--- config.mk ---
export PLATFORM = sky130hd
export DESIGN_NAME = irq_priority_arbiter
export DESIGN_NICKNAME = d
export VERILOG_FILES = /design/src/rtl/irq_priority_arbiter.sv
export SDC_FILE = /design/constraint.sdc
export NUM_CORES = 1
export LEC_CHECK = 0
export ABC_AREA = 1
export BUFFER_PORTS_ARGS = -buffer_cell sky130_fd_sc_hd__buf_4
export CELL_PAD_IN_SITES_DETAIL_PLACEMENT = 1
export CELL_PAD_IN_SITES_GLOBAL_PLACEMENT = 1
export CORE_ASPECT_RATIO = 0.9
export CORE_MARGIN = 4
export CORE_UTILIZATION = 38
export CTS_BUF_LIST = sky130_fd_sc_hd__clkbuf_2 sky130_fd_sc_hd__clkbuf_4 sky130_fd_sc_hd__clkbuf_8
export CTS_CLUSTER_SIZE = 12
export DETAILED_ROUTE_END_ITERATION = 10
export GPL_ROUTABILITY_DRIVEN = 0
export PLACE_DENSITY_LB_ADDON = 0.12
export SYNTH_ARGS = -nofsm -noshare
export SYNTH_HDL_FRONTEND = slang
export SYNTH_HIERARCHICAL = 1
export SYNTH_SLANG_ARGS = --single-unit
export TNS_END_PERCENT = 30
--- constraint.sdc ---
create_clock -name clk -period 1.4 [get_ports clk]
set_input_delay 0.21 -clock clk [delete_from_list [all_inputs] [get_ports clk]]
set_output_delay 0.21 -clock clk [all_outputs]
set_load 0.01 [all_outputs]
--- src/rtl/irq_priority_arbiter.sv ---
// Registered interrupt arbiter: latches requests into pending bits, masks them and offers the winner
// through a valid/ack handshake, tracking the in-service source until done. Optional: IRQ_RR_PRIO_EN.

module irq_pend_cell #(
   parameter bit IS_EDGE = 1'b1
) (
   input  logic clk,
   input  logic rst_n,
   input  logic req,
   input  logic clr,
   output logic pend
);
   logic req_d;

   // A fresh edge coinciding with an ack clear must survive, so set dominates clear.
   always_ff @(posedge clk or negedge rst_n) begin
      if (!rst_n) begin
         req_d <= 1'b0;
         pend  <= 1'b0;
      end else begin
         req_d <= req;
         if (IS_EDGE) pend <= (req & ~req_d) | (pend & ~clr);
         else         pend <= req;
      end
   end
endmodule

module irq_priority_arbiter #(
   parameter int                 NUM_SRC   = 8,
   parameter int                 ID_W      = 3,
   parameter logic [NUM_SRC-1:0] EDGE_MASK = 8'hFF
) (
   input  logic               clk,
   input  logic               rst_n,
   input  logic               en,
   input  logic [NUM_SRC-1:0] src_req,
   input  logic               mask_we,
   input  logic [NUM_SRC-1:0] mask_wdata,
   output logic [NUM_SRC-1:0] mask_q,
   output logic [NUM_SRC-1:0] pending_q,
   output logic               irq_valid,
   output logic [ID_W-1:0]    irq_id,
   input  logic               irq_ack,
   input  logic               irq_done,
   output logic               busy
);
   typedef enum logic [1:0] {S_IDLE, S_OFFER, S_SERVICE} state_t;

   state_t             state;
   logic [NUM_SRC-1:0] eligible;
   logic [NUM_SRC-1:0] ack_clr;
   logic [31:0]        elig_pad;
   logic [5:0]         enc;
   logic [4:0]         win_id;
   logic               ack_fire;

   // Highest set index wins; pairwise reduction, five levels over a 32-wide padded vector.
   function automatic logic [5:0] tree_enc(input logic [31:0] v);
      logic [31:0]      vv;
      logic [31:0][4:0] ii;
      vv = v;
      for (int k = 0; k < 32; k++) ii[k] = 5'(k);
      for (int lv = 0; lv < 5; lv++) begin
         for (int k = 0; k < (16 >> lv); k++) begin
            ii[k] = vv[2*k+1] ? ii[2*k+1] : ii[2*k];
            vv[k] = vv[2*k+1] | vv[2*k];
         end
      end
      return {vv[0], ii[0]};
   endfunction

   assign ack_fire = (state == S_OFFER) & irq_ack;
   assign eligible = pending_q & mask_q;
   assign elig_pad = 32'(eligible);

   for (genvar i = 0; i < NUM_SRC; i++) begin : g_src
      assign ack_clr[i] = ack_fire & (irq_id == ID_W'(i));
      irq_pend_cell #(.IS_EDGE(EDGE_MASK[i])) u_cell (
         .clk   (clk),
         .rst_n (rst_n),
         .req   (src_req[i]),
         .clr   (ack_clr[i]),
         .pend  (pending_q[i])
      );
   end

   always_ff @(posedge clk or negedge rst_n) begin
      if (!rst_n)       mask_q <= '0;
      else if (mask_we) mask_q <= mask_wdata;
   end

`ifdef IRQ_RR_PRIO_EN
   logic [ID_W-1:0]    ptr_q;
   logic [NUM_SRC-1:0] rot;
   int                 sum;

   // rot[NUM_SRC-1] maps to ptr-1, so the fixed encoder searches downward from the last grant.
   always_comb begin
      rot = '0;
      for (int j = 0; j < NUM_SRC; j++)
         for (int k = 0; k < NUM_SRC; k++)
            if (k == ((j + int'(ptr_q)) % NUM_SRC)) rot[j] = eligible[k];
   end

   assign enc = tree_enc(32'(rot));

   always_comb begin
      sum = int'(enc[4:0]) + int'(ptr_q);
      if (sum >= NUM_SRC) sum = sum - NUM_SRC;
      win_id = 5'(sum);
   end

   always_ff @(posedge clk or negedge rst_n) begin
      if (!rst_n)        ptr_q <= '0;
      else if (ack_fire) ptr_q <= irq_id;
   end
`else
   assign enc    = tree_enc(elig_pad);
   assign win_id = enc[4:0];
`endif

   always_ff @(posedge clk or negedge rst_n) begin
      if (!rst_n) begin
         state     <= S_IDLE;
         irq_valid <= 1'b0;
         irq_id    <= '0;
         busy      <= 1'b0;
      end else begin
         case (state)
            S_IDLE: begin
               if (en & enc[5]) begin
                  state     <= S_OFFER;
                  irq_valid <= 1'b1;
                  irq_id    <= ID_W'(win_id);
               end
            end
            S_OFFER: begin
               // Ack beats withdraw; the offered id never changes while valid.
               if (irq_ack) begin
                  state     <= S_SERVICE;
                  irq_valid <= 1'b0;
                  busy      <= 1'b1;
               end else if (!en || !elig_pad[5'(irq_id)]) begin
                  state     <= S_IDLE;
                  irq_valid <= 1'b0;
               end
            end
            S_SERVICE: begin
               if (irq_done) begin
                  state <= S_IDLE;
                  busy  <= 1'b0;
               end
            end
            default: begin
               state     <= S_IDLE;
               irq_valid <= 1'b0;
               busy      <= 1'b0;
            end
         endcase
      end
   end
endmodule
==> flow_summary.json <==
{
  "reg2reg_from": "irq_id[0]",
  "synth_edf_count": 0,
  "netlist_instances": 162,
  "power.leakage_nw": 0.997,
  "clkLatencyLatePin_ps": 290,
  "cap_violations": 0,
  "timing.fmax_mhz": 786,
  "timing.rr.end": "irq_valid",
  "rows": 20,
  "regToRegSetupSlack_ps": 130,
  "crit_chain": "buf_4 -> buf_4",
  "startpoint_type": "flip-flop",
  "ant_nets": 0,
  "dp_hpwl_mm": 2.85,
  "setup_viol": 0,
  "wl_per_cell_um": 14.4,
  "cts_max_level": 2,
  "crit_required_ps": 1190,
  "fp.dieH_um": 65.3,
  "power_mw": 3.18,
  "min_path_cells": 1,
  "hp-class": "in -> reg",
  "finalCoreUtilization_pct": 55.4,
  "min_to": "g_src[1].u_cell/req_d",
  "slew_headroom_pct": 73.0,
  "pwr-share-seq_pct": 40.5,
  "drt_wl_total_mm": 3.72,
  "report.final.slew_viol_count": 0,
  "synth.distinct_cells": 19,
  "synth.most_common_cell": "nand2_1",
  "grtUsageTotal_pct": 18.6,
  "clk_pin_slew_ps": 60,
  "synth_fp_nets": 184,
  "rr_worst_depth": 10,
  "yosysWarnings": 6,
  "swShare_pct": 36.0,
  "outcome": "completed",
  "cp-end-kind": "output pin",
  "num-nets-final": 236,
  "final_area_um2": 1900,
  "fin_crit_ps": 1270,
  "grt_pass1_vias": 1412,
  "via_per_inst": 4.72,
  "async_flop_share_pct": 100,
  "p_clk_share_pct": 25.2,
  "grt_pass1_wl_mm": 6.60,
  "syn_avg_cell_area_um2": 8.54,
  "min-delay-start": "src_req[1]",
  "pwr-share-comb_pct": 34.3,
  "peakVddDrop_v": 0.000777,
  "cts_inserted_buffers": 5,
  "die_area_um2": 4670,
  "cts-root-buf": "clkbuf_8",
  "hold_viol": 0,
  "num_io_pins": 43,
  "core-area_um2": 3430,
  "initial_core_util_pct": 40.4,
  "synth_top_area_share_pct": 56.1,
  "grt_max_degree": 32,
  "finalCritPeriodShare_pct": 90.8,
  "max_stage_delay_ps": 470,
  "drc": 0,
  "crit_fanout": 7,
  "p_per_area_nw_per_um2": 1680,
  "tritoncts": "done",
  "drive_above_1_share_pct": 35.8,
  "ys_seq_area_share_pct": 56.1,
  "worstMarginPinSlew_ps": 405,
  "nFillCells": 418,
  "cts.sinks": 31,
  "synth_area_um2": 1380,
  "port_buffers": 42,
  "ys_top_cells_by_count": "nand2_1, dfrtp_1, inv_1, nor2_1, mux2_2",
  "slowest_stage": "dfrtp_2",
  "crit_type": "reg -> out",
  "rsz0062_at_grt": "yes",
  "critPathArrivalTime_ps": 1060,
  "yosysTopAreaCell": "dfrtp_1",
  "areaGrowthSynthToFinish_pct": 37.3,
  "diodes": 0,
  "dieWidth_um": 71.6,
  "switchingPower_mw": 1.15,
  "antenna_found_initial": 0,
  "synth_ff_type": "dfrtp_1",
  "intPower_mw": 2.04,
  "placed_area_um2": 1750,
  "drt_iter0_markers": 28,
  "fin_skew_ps": 3.24,
  "cp_common_cell": "buf_4",
  "vias": 1223,
  "firstDrtPassIters": 4,
  "grt_overflow": 0,
  "synth.area.top_cells": "dfrtp_1, nand2_1, mux2_2",
  "yosys_register_bits": 31,
  "cts_max_path_buffers": 2
}
[flip-flops by register name, summed over array words and instances (netlist names)]
signal              count
busy                    1
g_src.u_cell/pend       8
g_src.u_cell/req_d      8
irq_id                  3
irq_valid               1
mask_q                  8
state                   2
[worst max-delay path: cells and delay by family, from the launching register on]
family / cells / cell delay [ps]
DFF: 1 / 470
buffers and inverters: 2 / 300
[per-stage QoR]
stage / setup WS [ps] / TNS, ps / hold slack (ps) / std cells
2_1_floorplan: 191 / 0 / -85.6 / 162
3_3_place_gp: 97.1 / 0 / 159 / 247
3_5_place_dp: 9.56 / 0 / 172 / 247
4_1_cts: 46.8 / 0 / 30.4 / 256
5_1_grt: -25.2 / -28.6 / 15.8 / 259
6_report: 128 / 0 / 34.5 / 259
[metal layers]
metal / part of all wire (%) / up-vias / global-route usage, %
met2: 55 / 25 / 33.7
li1: - / 596 / -
met4: 1.6 / 0 / 6.34
met5: 0 / - / 0
met3: 5.1 / 5 / 6.27
met1: 38 / 597 / 20.2
[how the worst max path moves through the flow]
| stage | from | to | slack (ps) |
|---|---|---|---|
| floorplan | irq_id[0] | irq_valid | 190 |
| finish | irq_id[0] | irq_id[0] | 130 |
| global route | state[1] | g_src[2].u_cell/pend | -30 |
| global placement | irq_id[0] | irq_valid | 100 |
| CTS | irq_id[0] | irq_valid | 50 |
| detailed placement | irq_id[0] | irq_valid | 10 |
[layout make-up]
| cell class | count | area (µm²) | area share (%) |
|---|---|---|---|
| clock buffers | 8 | 104 | 5.47 |
| repair buffers | 47 | 355 | 18.7 |
| well taps | 44 | 55.1 | 2.90 |
| multi-input cells | 105 | 514 | 27.1 |
| flip-flops and latches | 31 | 778 | 41.0 |
| inverters | 24 | 92.6 | 4.87 |
[cell families (layout without fill, tap and decap cells)]
family | after synthesis | after routing | share of synthesized area (%)
compound gates | 10 | 10 | 3.80
simple gates | 87 | 87 | 25.9
flops | 31 | 31 | 56.1
mux | 8 | 8 | 6.51
buf+inv | 26 | 79 | 7.69
[power groups by stage]
stage / logic [mW] / clock network [mW] / registers [mW]
final: 1.09 / 0.802 / 1.29
after global routing: 1.24 / 0.886 / 1.33
after CTS: 1.03 / 0.816 / 1.29
after detailed placement: 1.01 / 0 / 1.30
after global placement: 0.955 / 0 / 1.28
after floorplan: 0.552 / 0 / 1.29
[placed cells by master, fill, tap and decap left out]
master / n
dlygate4sd3_1: 1
o21ai_0: 5
or2_2: 1
inv_2: 2
nand3_1: 3
dfrtp_2: 2
nor2_1: 12
o21ai_1: 2
a21oi_1: 2
o21bai_1: 1
nand2_1: 60
clkbuf_8: 7
inv_4: 1
dfrtp_1: 29
nor3_1: 1
nor2_2: 1
clkbuf_4: 1
nand2_2: 5
buf_4: 46
nand3b_1: 1
nand3_2: 3
inv_1: 21
mux2_2: 8
[repair_timing]
| item | in CTS | in global routing |
|---|---|---|
| setup endpoints to repair | 1 | 4 |
| buffers inserted | 0 | 3 |
| hold buffers | 1 | 0 |
| resized for setup | 1 | 6 |
| hold endpoints to repair | 31 | 0 |
Note: power is estimated with default switching activity, not from simulation.
